===== config.mk =====
export PLATFORM = sky130hd
export DESIGN_NAME = bitrev_reorder_flat
export DESIGN_NICKNAME = d
export VERILOG_FILES = /design/src/rtl/bitrev_reorder_if.sv /design/src/rtl/bitrev_reorder.sv /design/src/flat_wrapper.sv
export SDC_FILE = /design/constraint.sdc
export NUM_CORES = 1
export LEC_CHECK = 0
export CAP_MARGIN = 0
export CORE_ASPECT_RATIO = 0.6
export CORE_MARGIN = 5
export CORE_UTILIZATION = 30
export DETAILED_ROUTE_END_ITERATION = 10
export GPL_ROUTABILITY_DRIVEN = 0
export HOLD_SLACK_MARGIN = 0.12
export SETUP_SLACK_MARGIN = 0.1
export SYNTH_ARGS = -nofsm -noshare
export SYNTH_HDL_FRONTEND = slang
export SYNTH_SLANG_ARGS = --single-unit

===== constraint.sdc =====
create_clock -name clk -period 5.7 [get_ports clk]
set_input_delay 0.57 -clock clk [delete_from_list [all_inputs] [get_ports clk]]
set_output_delay 0.57 -clock clk [all_outputs]
set_load 0.01 [all_outputs]

===== src/rtl/bitrev_reorder_if.sv =====
// Sample stream between the last SDF stage, the bit-reverse reorder buffer and its consumer.
// Optional bypass control exists only when BITREV_REORDER_BYPASS_EN is defined.
interface bitrev_reorder_if #(parameter int W = 16);
  logic [2*W-1:0] ip;
  logic           start_ip;
  logic [2*W-1:0] op;
  logic           op_valid;
  logic           start_op;
`ifdef BITREV_REORDER_BYPASS_EN
  logic           bypass;
`endif

  modport master (
`ifdef BITREV_REORDER_BYPASS_EN
    output bypass,
`endif
    output ip, start_ip,
    input  op, op_valid, start_op
  );

  modport slave (
`ifdef BITREV_REORDER_BYPASS_EN
    input  bypass,
`endif
    input  ip, start_ip,
    output op, op_valid, start_op
  );
endinterface


===== src/rtl/bitrev_reorder.sv =====
// Ping-pong frame buffer that replays bit-reversed FFT output frames in natural order.
// Defining BITREV_REORDER_BYPASS_EN adds a per-frame bypass (identity read order).
module bitrev_reorder #(
  parameter int N = 3,
  parameter int W = 16
) (
  input  logic         clk,
  input  logic         rst,
  bitrev_reorder_if.slave bus
);
  localparam int unsigned DEPTH = 1 << N;
  localparam logic [N-1:0] LAST = '1;

  typedef enum logic {W_IDLE, W_FILL}  wr_state_t;
  typedef enum logic {R_IDLE, R_DRAIN} rd_state_t;

  logic [2*W-1:0] mem [2][DEPTH];

  wr_state_t    wr_state, wr_next;
  logic [N-1:0] wr_cnt, wr_cnt_next, wr_addr;
  logic         wr_bank, we, wr_done;
  logic         fc, fc_bank;

  rd_state_t    rd_state, rd_next;
  logic [N-1:0] rd_cnt, rd_rev, rd_addr;
  logic         rd_bank, rd_bypass;

  // Write side: a start_ip seen mid-fill restarts the frame at address 0 of the same bank.
  always_comb begin
    wr_next     = wr_state;
    wr_cnt_next = wr_cnt;
    wr_addr     = wr_cnt;
    we          = 1'b0;
    wr_done     = 1'b0;
    unique case (wr_state)
      W_IDLE: begin
        if (bus.start_ip) begin
          we          = 1'b1;
          wr_addr     = '0;
          wr_cnt_next = {{(N-1){1'b0}}, 1'b1};
          wr_next     = W_FILL;
        end
      end
      W_FILL: begin
        we = 1'b1;
        if (bus.start_ip) begin
          wr_addr     = '0;
          wr_cnt_next = {{(N-1){1'b0}}, 1'b1};
        end else begin
          wr_cnt_next = wr_cnt + 1'b1;
          if (wr_cnt == LAST) begin
            wr_done = 1'b1;
            wr_next = W_IDLE;
          end
        end
      end
      default: wr_next = W_IDLE;
    endcase
  end

  always_ff @(posedge clk) begin
    if (rst) begin
      wr_state <= W_IDLE;
      wr_cnt   <= '0;
      wr_bank  <= 1'b0;
      fc       <= 1'b0;
      fc_bank  <= 1'b0;
    end else begin
      wr_state <= wr_next;
      wr_cnt   <= wr_cnt_next;
      fc       <= wr_done;
      fc_bank  <= wr_bank;
      if (wr_done) wr_bank <= ~wr_bank;
    end
  end

  always_ff @(posedge clk) begin
    if (we) mem[wr_bank][wr_addr] <= bus.ip;
  end

  always_comb begin
    rd_rev = '0;
    for (int unsigned i = 0; i < N; i++) rd_rev[i] = rd_cnt[N-1-i];
  end

`ifdef BITREV_REORDER_BYPASS_EN
  assign rd_addr = rd_bypass ? rd_cnt : rd_rev;
`else
  assign rd_addr = rd_rev;
`endif

  // A new frame-complete always wins, so back-to-back frames drain without a gap.
  always_comb begin
    rd_next = rd_state;
    if (fc)                                        rd_next = R_DRAIN;
    else if (rd_state == R_DRAIN && rd_cnt == LAST) rd_next = R_IDLE;
  end

  always_ff @(posedge clk) begin
    if (rst) begin
      rd_state     <= R_IDLE;
      rd_cnt       <= '0;
      rd_bank      <= 1'b0;
      rd_bypass    <= 1'b0;
      bus.op       <= '0;
      bus.op_valid <= 1'b0;
      bus.start_op <= 1'b0;
    end else begin
      rd_state <= rd_next;
      if (fc) begin
        rd_bank <= fc_bank;
        rd_cnt  <= '0;
`ifdef BITREV_REORDER_BYPASS_EN
        rd_bypass <= bus.bypass;
`else
        rd_bypass <= 1'b0;
`endif
      end else if (rd_state == R_DRAIN) begin
        rd_cnt <= rd_cnt + 1'b1;
      end
      if (rd_state == R_DRAIN) begin
        bus.op       <= mem[rd_bank][rd_addr];
        bus.op_valid <= 1'b1;
        bus.start_op <= (rd_cnt == '0);
      end else begin
        bus.op_valid <= 1'b0;
        bus.start_op <= 1'b0;
      end
    end
  end
endmodule


===== src/flat_wrapper.sv =====
// flat-port wrapper written by rule: the top's interface ports become plain ports
module bitrev_reorder_flat 
#(
  parameter int N = 3,
  parameter int W = 16
)
  (clk, rst, bus_ip, bus_start_ip, bus_op, bus_op_valid, bus_start_op);
  bitrev_reorder_if #(.W(W)) bus_i ();
  input  logic clk;
  input  logic rst;
  input wire logic [$bits(bus_i.ip)-1:0] bus_ip;
  input wire logic [$bits(bus_i.start_ip)-1:0] bus_start_ip;
  output wire logic [$bits(bus_i.op)-1:0] bus_op;
  output wire logic [$bits(bus_i.op_valid)-1:0] bus_op_valid;
  output wire logic [$bits(bus_i.start_op)-1:0] bus_start_op;
  assign bus_i.ip = bus_ip;
  assign bus_i.start_ip = bus_start_ip;
  assign bus_op = bus_i.op;
  assign bus_op_valid = bus_i.op_valid;
  assign bus_start_op = bus_i.start_op;
  bitrev_reorder #(.N(N), .W(W)) u_core (.clk(clk), .rst(rst), .bus(bus_i));
endmodule

==> results by group, run 1 <==
Outcome
  – Status: completed

Drt
  – Via count: 10700
  – Vias per cell: slightly below 5
  – Final WL: 46.9 mm
  – DRC errors left: 0
  – ANT nets after route: 0
  – First-pass iteration count of the detailed router: 5
  – WL per Instance: ~21 µm
  – Initial drt markers: around 910

Clocking
  – Clk slew on worst S/H paths: around 60 ps
  – Post-CTS Hold Fix Bufs: 0
  – CTS Sinks: 559
  – Root Buffer Master: clkbuf_16
  – Post-CTS setup buffer count: 0
  – CTS resizes: 0
  – CTS tree: built
  – H-tree depth: 2
  – Num CTS Buffers: between 40 and 50
  – Max Root-Sink Buffers: 3
  – Clk_lat worst skew: approximately 570 ps

Timing
  – Minimum clock period: 2710 ps
  – Period utilization: 0.475
  – RSZ-0062 raised after global routing: false
  – Slew Limit Headroom: 0.318
  – Fin Setup TNS: 0 ps
  – Final setup fails: 0
  – Slew Viols, Final: 0
  – Clock Skews: between 30 and 40 ps
  – Achievable Freq: 369 MHz
  – Fin. Hold Viols: 0
  – Least-Margin Pin Slew: roughly 1000 ps

Global route
  – M2 GR Usage: 0.176
  – Global routing usage on met1: 0.183
  – Antenna violations before repair: 1
  – Busiest grt layer: met1
  – Met3 Track Usage GR: 0.0257
  – Overflow after GRT: 0
  – Number of global-route vias before repair: approximately 11000
  – Pin count of the biggest net entering global routing: 90
  – GRT Total Usage: 0.120
  – First-pass GRT wire length: 69.7 mm

Floorplan
  – Die height: about 220 µm
  – Core ar.: approximately 0.07 mm²
  – Top Ports: between 60 and 70
  – Initial Util: 0.303
  – Die area: 0.0764 mm²
  – DIE WIDTH: roughly 350 µm
  – Rows: 75

Yosys
  – Largest area contributor in the netlist: edfxtp_1
  – Synth area leaders: edfxtp_1, mux2i_1, dfxtp_1
  – Synthesis Warnings: 0
  – Post-synth net total: 1217
  – Yosys top cell area share: 0.724
  – Cells after synthesis: roughly 1200
  – Synthesized area: approximately 0.021 mm²
  – Syn avg cell area: between 15 and 20 µm²
  – Synth unique cells: 30
  – Synth Register Bits: 559
  – Register area share after synthesis: 0.768

Setup path
  – Worst Setup End Kind: register
  – Kind of critical path: reg2reg
  – Critical path data arrival time: around 3100 ps
  – Critical Path RT: 6130 ps
  – Worst Setup Start Kind: register
  – CP max FO: around 50
  – R2R setup slack: roughly 3000 ps

Final layout
  – Commonest non-fill, non-tap cell in the layout: edfxtp_1
  – Layout area overhead: 16.2%
  – Layout net count: 1300
  – Layout cells sized above 1: 0.118
  – Antenna diode count: 0
  – Non-filler cells, final: roughly 2200
  – Most frequent cells in the layout: edfxtp_1, mux2i_1, a22oi_1, nand3_1, clkdlybuf4s50_1

Power
  – PwrDens: ~320 mW/mm²
  – Lkg Pwr: 7.40 nW
  – VDD IR max: 0.205 mV

Placement
  – Port Buffers: 68
  – Placed insts: 2133
  – HPWL Detailed: about 26 mm

Run
  – # Max-Cap Violations: 0

Worst hold path
  – Hold Path Class: reg2reg
[flip-flops by register name (all words and copies together), names as in the netlist, named ones only]
signal / cells
u_core.mem: 512
u_core.bus.op: 32
u_core.rd_cnt: 3
u_core.wr_cnt: 3
u_core.bus.op_valid: 1
u_core.bus.start_op: 1
u_core.fc: 1
u_core.fc_bank: 1
u_core.rd_bank: 1
u_core.rd_state: 1
u_core.wr_bank: 1
u_core.wr_state: 1
[cells in the mapped netlist]
cell type    n
a21oi_1     27
a22oi_1     82
and2_1       3
buf_1        4
buf_2        6
buf_4       20
buf_6        3
clkbuf_1    31
clkbuf_4     2
dfxtp_1     47
edfxtp_1   512
ha_1         5
inv_1        3
inv_2        1
mux2_2       7
mux2i_1    212
mux4_1       7
mux4_2      21
nand2_1     54
nand2b_1     3
nand3_1     76
nand3b_1     2
nor2_1      20
nor2b_1      7
nor3_1       9
nor4_1       2
nor4b_1      1
o21ai_1      7
xnor2_1      1
xor2_1       2
[worst max-delay path, cell delays in order, from the launching register on]
cell     delay [ps]
dfxtp_4         880
buf_4           800
mux4_2          590
mux2i_1         160
o21ai_1          70
[path summary, 6_finish.rpt]
kind / cells past startpoint / start / endpoint
setup reg to reg: 4 / register / u_core.bus.op[12]
hold reg to reg: 2 / u_core.bus.op[17] / u_core.bus.op[17]
hold / removal: 2 / u_core.bus.op[17] / u_core.bus.op[17]
setup / recovery: 4 / register / u_core.bus.op[12]
[where the power goes]
| part | internal (W) | switching [W] | total (W) |
|---|---|---|---|
| sequential | 0.00450 | 0.00000870 | 0.00451 |
| combinational | 0.0000424 | 0.0000944 | 0.000137 |
| clock | 0.00185 | 0.00143 | 0.00328 |
[kinds of logic after synthesis]
| group | synth area share |
|---|---|
| and+or+nand+nor | 0.0386 |
| DFF | 0.768 |
| muxes | 0.135 |
| adders and majority gates | 0.00294 |
| buffers and inverters | 0.0177 |
| xor gates and xnor gates | 0.00124 |
| AOI/OAI and AO/OA | 0.0370 |
[layer usage]
metal | wire length [µm] | up-vias | share of wire
li1 | - | 4824 | -
met1 | 22900 | 5536 | 0.49
met2 | 20300 | 280 | 0.43
met3 | 2900 | 63 | 0.062
met4 | 878 | 2 | 0.019
met5 | 7 | - | 0.00015
[final cells by class]
cell class | count | area [µm²]
fillers | 6508 | 45300
flip-flops and latches | 559 | 16300
multi-input cells | 548 | 4700
clock buffers | 74 | 1410
well taps | 924 | 1160
repair buffers | 98 | 918
clock inverters | 17 | 170
inverters | 4 | 15.0
[per-stage QoR]
stage	instance area, µm²	utilization	worst slack [ps]	total power, W	hold WS (ps)
after floorplan	21200	-	1330	0.00464	463
after global routing	24700	0.353	2830	0.00821	501
after global placement	23100	0.330	2880	0.00473	449
final	24700	0.353	2990	0.00792	464
after CTS	24700	0.353	2900	0.00800	472
after detailed placement	23100	0.330	2770	0.00474	457
(Power assumes the default switching activity.)
==> run 2, diff against run 1 <==
clock period = 2.6 ns   (was 5.7 ns; I/O delays follow)
==> run 2 against run 1 <==
Effect of this change:
- core utilization is 0.58 points higher
- first-iteration DRC count grew 17%
- global-route usage grew 0.58 points
- sequential cell count did not move
- critical path depth rose by 1
- sequential share of layout area fell by 1.1 points
- register-to-register slack worse by 2500 ps
- critical path type unchanged
- largest power group unchanged
- highest routed layer is now met4
==> results by group, run 2 (synthesis results as in run 1) <==
Outcome
  – Status: completed (unchanged)

Timing
  – Clock Skews: 16.4 ps (was 30.1 ps)
  – Setup WS post-layout: 527 ps (was 2990 ps)
  – Fin. Hold Viols: 0 (unchanged)
  – Period utilization: 0.797 (was 0.475)
  – RSZ-0062 raised after global routing: false (unchanged)
  – Achievable Freq: 482 MHz (was 369 MHz)
  – Minimum clock period: 2070 ps (was 2710 ps)
  – Hold Slack: 441 ps (was 464 ps)
  – Slew Limit Headroom: 0.537 (was 0.318)
  – Least-Margin Pin Slew: 693 ps (was 1020 ps)
  – Slew Viols, Final: 0 (unchanged)
  – Final setup fails: 0 (unchanged)

Power
  – Pint: 0.0138 W (was 0.00639 W)
  – PwrDens: 688 mW/mm² (was 321 mW/mm²)
  – Combinational Power Share: 0.019 (was 0.017)
  – Sw Ratio: 0.200 (was 0.193)
  – Clk network pwr share: 0.409 (was 0.414)
  – P_sw: 0.00346 W (was 0.00153 W)
  – VDD IR max: 0.427 mV (was 0.205 mV)
  – Lkg Pwr: 7.53 nW (was 7.40 nW)
  – Seq pwr share: 0.572 (was 0.569)

Final layout
  – Largest regs: u_core.mem: 512 flops, u_core.bus.op: 32 flops (unchanged)
  – Most frequent cells in the layout: edfxtp_1, mux2i_1, a22oi_1, nand3_1, clkdlybuf4s50_1 (unchanged)
  – Layout area overhead: 18.2% (was 16.2%)
  – Layout net count: 1320 (was 1300)
  – Commonest non-fill, non-tap cell in the layout: edfxtp_1 (unchanged)
  – Largest register by flop count: u_core.mem (unchanged)
  – Max reg flops: 512 (unchanged)
  – Non-filler cells, final: 2239 (was 2224)
  – Layout cells sized above 1: 0.133 (was 0.118)
  – Register area: 0.0163 mm² (unchanged)
  – Antenna diode count: 0 (unchanged)
  – Fill cell count: 6486 (was 6508)
  – Area of the multi-input gates: 0.00474 mm² (was 0.00470 mm²)

Placement
  – Port Buffers: 68 (unchanged)
  – HPWL Detailed: 29.8 mm (was 26.1 mm)
  – Post-Place Setup Slack: 265 ps (was 2770 ps)
  – Placed insts: 2155 (was 2133)

Clocking
  – Max Root-Sink Buffers: 3 (unchanged)
  – Clk slew on worst S/H paths: 70 ps (was 60 ps)
  – Post-CTS setup buffer count: 0 (unchanged)
  – Post-CTS Hold Fix Bufs: 0 (unchanged)
  – CTS resizes: 0 (unchanged)
  – Clk_lat worst skew: 580 ps (was 570 ps)
  – CTS tree: built (unchanged)
  – Num CTS Buffers: 47 (was 49)
  – H-tree depth: 2 (unchanged)
  – Root Buffer Master: clkbuf_16 (unchanged)
  – CTS Sinks: 559 (unchanged)

Setup path
  – Reg2reg end: u_core.bus.op[26] (was u_core.bus.op[12])
  – Most frequent cell on the critical path: nand3_1
  – Worst setup path end: u_core.bus.op[26] (was u_core.bus.op[12])
  – Worst Setup End Kind: register (unchanged)
  – CP max FO: 37 (was 49)
  – R2r worst-path depth: 5 (was 4)
  – Critical Path RT: 3060 ps (was 6130 ps)
  – Worst Setup Start Kind: register (unchanged)
  – Reg2reg start: u_core.rd_cnt[1]
  – Critical-path top delay cell: dfxtp_1 (was dfxtp_4)
  – CP peak stage delay: 690 ps (was 880 ps)
  – Worst Setup SP: u_core.rd_cnt[1]
  – Kind of critical path: reg2reg (unchanged)
  – Crit path cell chain: and2_2 > buf_12 > a22oi_1 > nand3_1 > nand3_1 (was buf_4 > mux4_2 > mux2i_1 > o21ai_1)
  – R2R setup slack: 530 ps (was 2990 ps)
  – Critical path data arrival time: 2530 ps (was 3140 ps)

Floorplan
  – Initial Util: 0.303 (unchanged)
  – Core ar.: 0.0700 mm² (unchanged)
  – Top Ports: 69 (unchanged)
  – Die height: 216 µm (unchanged)
  – DIE WIDTH: 354 µm (unchanged)
  – Die area: 0.0764 mm² (unchanged)
  – Rows: 75 (unchanged)

Drt
  – Final WL: 49.2 mm (was 46.9 mm)
  – Vias per cell: 4.89 (was 4.81)
  – ANT nets after route: 0 (unchanged)
  – First-pass iteration count of the detailed router: 5 (unchanged)
  – Initial drt markers: 1062 (was 911)
  – Via count: 11000 (was 10700)
  – DRC errors left: 0 (unchanged)
  – WL per Instance: 22.0 µm (was 21.1 µm)

Global route
  – Number of global-route vias before repair: 11000 (was 10700)
  – Pin count of the biggest net entering global routing: 87 (was 90)
  – Overflow after GRT: 0 (unchanged)
  – First-pass GRT wire length: 72.7 mm (was 69.7 mm)
  – Antenna violations before repair: 0 (was 1)
  – GRT Total Usage: 0.126 (was 0.120)

Run
  – # Max-Cap Violations: 0 (unchanged)

Worst hold path
  – Hold Path Class: in2reg (was reg2reg)
[run 2: changes by cell type in the layout (fill, tap and decap cells not counted), sizes merged]
| cell | delta |
|---|---|
| bufinv | +1 |
| clkinvlp | +2 |
| clkinv | +2 |
| clkbuf | -15 |
| inv | +3 |
| buf | +22 |
[run 2: metrics by stage]
step                      power (W)  utilization  cell area, µm²  setup TNS, ps
after floorplan              0.0102            -           21300         -47720
after CTS                    0.0175        0.359           25100              0
final                        0.0173        0.359           25100              0
after global placement       0.0104        0.337           23600              0
after global routing         0.0178        0.359           25100              0
after detailed placement     0.0104        0.337           23600              0
[run 2: worst min path at each step]
stage                      startpoint                 to  slack, ps  cells past startpoint
finish                   bus_start_ip   u_core.wr_cnt[1]        440                      2
CTS                      bus_start_ip   u_core.wr_cnt[1]        410                      2
detailed placement  u_core.bus.op[31]  u_core.bus.op[31]        440                      2
floorplan                         rst     u_core.fc_bank        330                      1
global route             bus_start_ip   u_core.wr_cnt[1]        430                      2
global placement    u_core.bus.op[31]  u_core.bus.op[31]        450                      2
[run 2: power groups by stage]
stage                     clock network (W)  registers [W]  logic [W]
after floorplan                           0         0.0101  0.0000932
after global placement                    0         0.0101   0.000323
after detailed placement                  0         0.0101   0.000336
after CTS                           0.00724        0.00988   0.000336
after global routing                0.00760        0.00988   0.000360
final                               0.00707        0.00988   0.000330
[run 2: layer usage]
metal	share of wire	GRT usage	vias to the layer above
met1	0.49	0.193	5703
li1	-	-	4870
met5	0	0	-
met4	0.011	0.0195	0
met2	0.43	0.185	327
met3	0.066	0.0292	50
[run 2: cell type report]
| cell class | instances | area share |
|---|---|---|
| Sequential cell | 559 | 0.650 |
| Multi-Input combinational cell | 548 | 0.189 |
| Timing Repair Buffer | 120 | 0.0541 |
| Clock buffer | 59 | 0.0502 |
| Tap cell | 924 | 0.0461 |
| Clock inverter | 25 | 0.0101 |
| Inverter | 4 | 0.000598 |
[run 2: critical path, delay by kind of cell, from the launching register on]
family | cells | cell delay [ps]
flops | 1 | 690
buf+inv | 1 | 310
simple gates | 3 | 750
compound gates | 1 | 170
==> run 3, diff against run 2 <==
clock period = 1.7 ns   (was 2.6 ns; I/O delays follow)
==> run 3 against run 2 <==
Effect of this change:
- the run now ends with negative setup slack left
- final cell count rose by 5.8%
- first-iteration DRC count increased by 12%
- largest cell class unchanged
- routed wire length increased by 12%
- clock skew rose by 6.7 ps
- sequential power rose by 53%
- sequential share of layout area is 6.1 points lower
- setup slack worse by 570 ps
- maximum frequency is 19% higher
- cell area rose by 10%
- sequential cell count did not move
==> results by group, run 3 (synthesis results as in run 1) <==
Outcome
  – Status: finished with violations (was completed)
  – Failing checks: negative setup slack

Drt
  – First-pass iteration count of the detailed router: 5 (unchanged)
  – Vias per cell: 4.91 (was 4.89)
  – Final WL: 55.0 mm (was 49.2 mm)
  – Via count: 11600 (was 11000)
  – WL per Instance: 23.2 µm (was 22.0 µm)
  – Initial drt markers: 1193 (was 1062)
  – ANT nets after route: 0 (unchanged)
  – DRC errors left: 0 (unchanged)

Worst hold path
  – Hold_sp: bus_ip[13] (was bus_start_ip)
  – Hold path depth: 2 (unchanged)
  – Hold Path Class: in2reg (unchanged)
  – Hold EP: u_core.mem[0][109] (was u_core.wr_cnt[1])

Global route
  – Pin count of the biggest net entering global routing: 33 (was 87)
  – First-pass GRT wire length: 76.4 mm (was 72.7 mm)
  – Antenna violations before repair: 0 (unchanged)
  – Number of global-route vias before repair: 11300 (was 11000)
  – Overflow after GRT: 0 (unchanged)
  – GRT Total Usage: 0.133 (was 0.126)

Setup path
  – Critical path data arrival time: 2210 ps (was 2530 ps)
  – Worst Setup End Kind: register (unchanged)
  – R2R setup slack: -40 ps (was 530 ps)
  – Worst Setup Start Kind: register (unchanged)
  – R2r worst-path depth: 6 (was 5)
  – Kind of critical path: reg2reg (unchanged)
  – Critical Path RT: 2170 ps (was 3060 ps)
  – Reg2reg end: u_core.bus.op[14] (was u_core.bus.op[26])
  – CP max FO: 7 (was 37)

Clocking
  – Post-CTS Hold Fix Bufs: 0 (unchanged)
  – CTS tree: built (unchanged)
  – Root Buffer Master: clkbuf_16 (unchanged)
  – CTS Sinks: 559 (unchanged)
  – Clk_lat worst skew: 590 ps (was 580 ps)
  – H-tree depth: 2 (unchanged)
  – Max Root-Sink Buffers: 3 (unchanged)
  – Num CTS Buffers: 49 (was 47)
  – Clk slew on worst S/H paths: 70 ps (about the same)

Power
  – VDD IR max: 0.687 mV (was 0.427 mV)
  – PwrDens: 1000 mW/mm² (was 688 mW/mm²)
  – Lkg Pwr: 8.85 nW (was 7.53 nW)

Timing
  – Setup WS post-layout: -41.4 ps (was 527 ps)
  – Slew Viols, Final: 0 (unchanged)
  – RSZ-0062 raised after global routing: true (was false)
  – Fin. Hold Viols: 0 (unchanged)
  – Clock Skews: 23.1 ps (was 16.4 ps)
  – Hold Slack: 360 ps (was 441 ps)
  – Achievable Freq: 574 MHz (was 482 MHz)
  – Least-Margin Pin Slew: 677 ps (was 693 ps)
  – Final setup fails: 7 (was 0)
  – Fin Setup TNS: -133 ps (was 0 ps)
  – Period utilization: 1.02 (was 0.797)
  – Slew Limit Headroom: 0.547 (was 0.537)
  – Minimum clock period: 1740 ps (was 2070 ps)

Run
  – # Max-Cap Violations: 0 (unchanged)

Final layout
  – Commonest non-fill, non-tap cell in the layout: edfxtp_1 (unchanged)
  – Largest register by flop count: u_core.mem (unchanged)
  – Layout cells sized above 1: 0.278 (was 0.133)
  – Area of the multi-input gates: 0.00520 mm² (was 0.00474 mm²)
  – Max reg flops: 512 (unchanged)
  – Most frequent cells in the layout: edfxtp_1, mux2i_1, clkbuf_16, buf_4, a22oi_1 (was edfxtp_1, mux2i_1, a22oi_1, nand3_1, clkdlybuf4s50_1)
  – Fill cell count: 6216 (was 6486)
  – Largest regs: u_core.mem: 512 flops, u_core.bus.op: 32 flops (unchanged)
  – Layout area overhead: 30.5% (was 18.2%)
  – Non-filler cells, final: 2369 (was 2239)
  – Fin area: 0.0277 mm² (was 0.0251 mm²)
  – Register area: 0.0163 mm² (about the same)
  – Layout net count: 1445 (was 1320)

Floorplan
  – Die height: 216 µm (unchanged)
  – Rows: 75 (unchanged)
  – Top Ports: 69 (unchanged)
  – DIE WIDTH: 354 µm (unchanged)
  – Core ar.: 0.0700 mm² (unchanged)
  – Die area: 0.0764 mm² (unchanged)
  – Initial Util: 0.303 (unchanged)

Placement
  – HPWL Detailed: 31.6 mm (was 29.8 mm)
  – Port Buffers: 68 (unchanged)
  – Placed insts: 2221 (was 2155)
  – Placed cell area: 0.0244 mm² (was 0.0236 mm²)
[run 3: cell types whose count changed in the layout (fill, tap and decap cells not counted), sizes merged]
cell           before  now
inv                 7    5
clkdlybuf4s50      68   34
bufinv              4   10
buf                52  160
dlygate4sd2         0   34
clkbuf             59   71
diode               0    1
clkinv             15   18
clkinvlp            3    5
[run 3: worst max path at each step]
stage	start	endpoint	cells after the start
2_1_floorplan	u_core.wr_bank	u_core.mem[0][100]	3
3_3_place_gp	bus_start_ip	u_core.mem[0][131]	7
3_5_place_dp	bus_start_ip	u_core.mem[0][154]	7
5_1_grt	register	u_core.bus.op[12]	6
4_1_cts	register	u_core.bus.op[10]	5
6_report	register	u_core.bus.op[14]	6
[run 3: layout make-up]
class | count | share of cell area
flip-flops and latches | 559 | 0.589
repair buffers | 243 | 0.119
clock inverters | 34 | 0.0157
diodes | 1 | 0.0000903
multi-input cells | 548 | 0.187
clock buffers | 56 | 0.0463
inverters | 4 | 0.000542
well taps | 924 | 0.0417
[run 3: critical path, cell delays in order, from the launching register on]
cell and delay (ps):
dfxtp_4 400, buf_12 130, buf_16 140, mux4_2 500, mux2_4 290, a22oi_2 110
o21ai_1 70
[run 3: per-layer routing]
metal  vias up  GRT usage  share of wire  routed length [µm]
met2       436      0.193           0.43               23500
met1      6004      0.204           0.47               26000
met3        70     0.0329          0.085                4700
li1       5124          -              -                   -
met4         0     0.0236          0.015                 833
met5         -          0              0                   0
[run 3: where the power goes]
part	leakage, nW	total [W]	internal, W	switching [W]
registers	5.02	0.0151	0.0151	0.0000294
clock network	0.825	0.0120	0.00696	0.00504
logic	3.00	0.000629	0.000235	0.000394
total	8.85	0.0277	0.0223	0.00546
[run 3: repair_timing]
action | CTS | global route
gates cloned | 8 | 22
gates resized for setup | 76 | 122
endpoints found under the setup margin | 185 | 204
hold endpoints to repair | 0 | 0
setup buffers | 11 | 17
pin swaps | 24 | 51
[run 3: per-stage QoR]
step / setup slack (ps) / total power (W) / util
after floorplan: -502 / 0.0156 / -
after global placement: -395 / 0.0160 / 0.349
after detailed placement: -417 / 0.0160 / 0.349
after CTS: -56.4 / 0.0279 / 0.380
after global routing: -119 / 0.0287 / 0.396
final: -41.4 / 0.0277 / 0.396
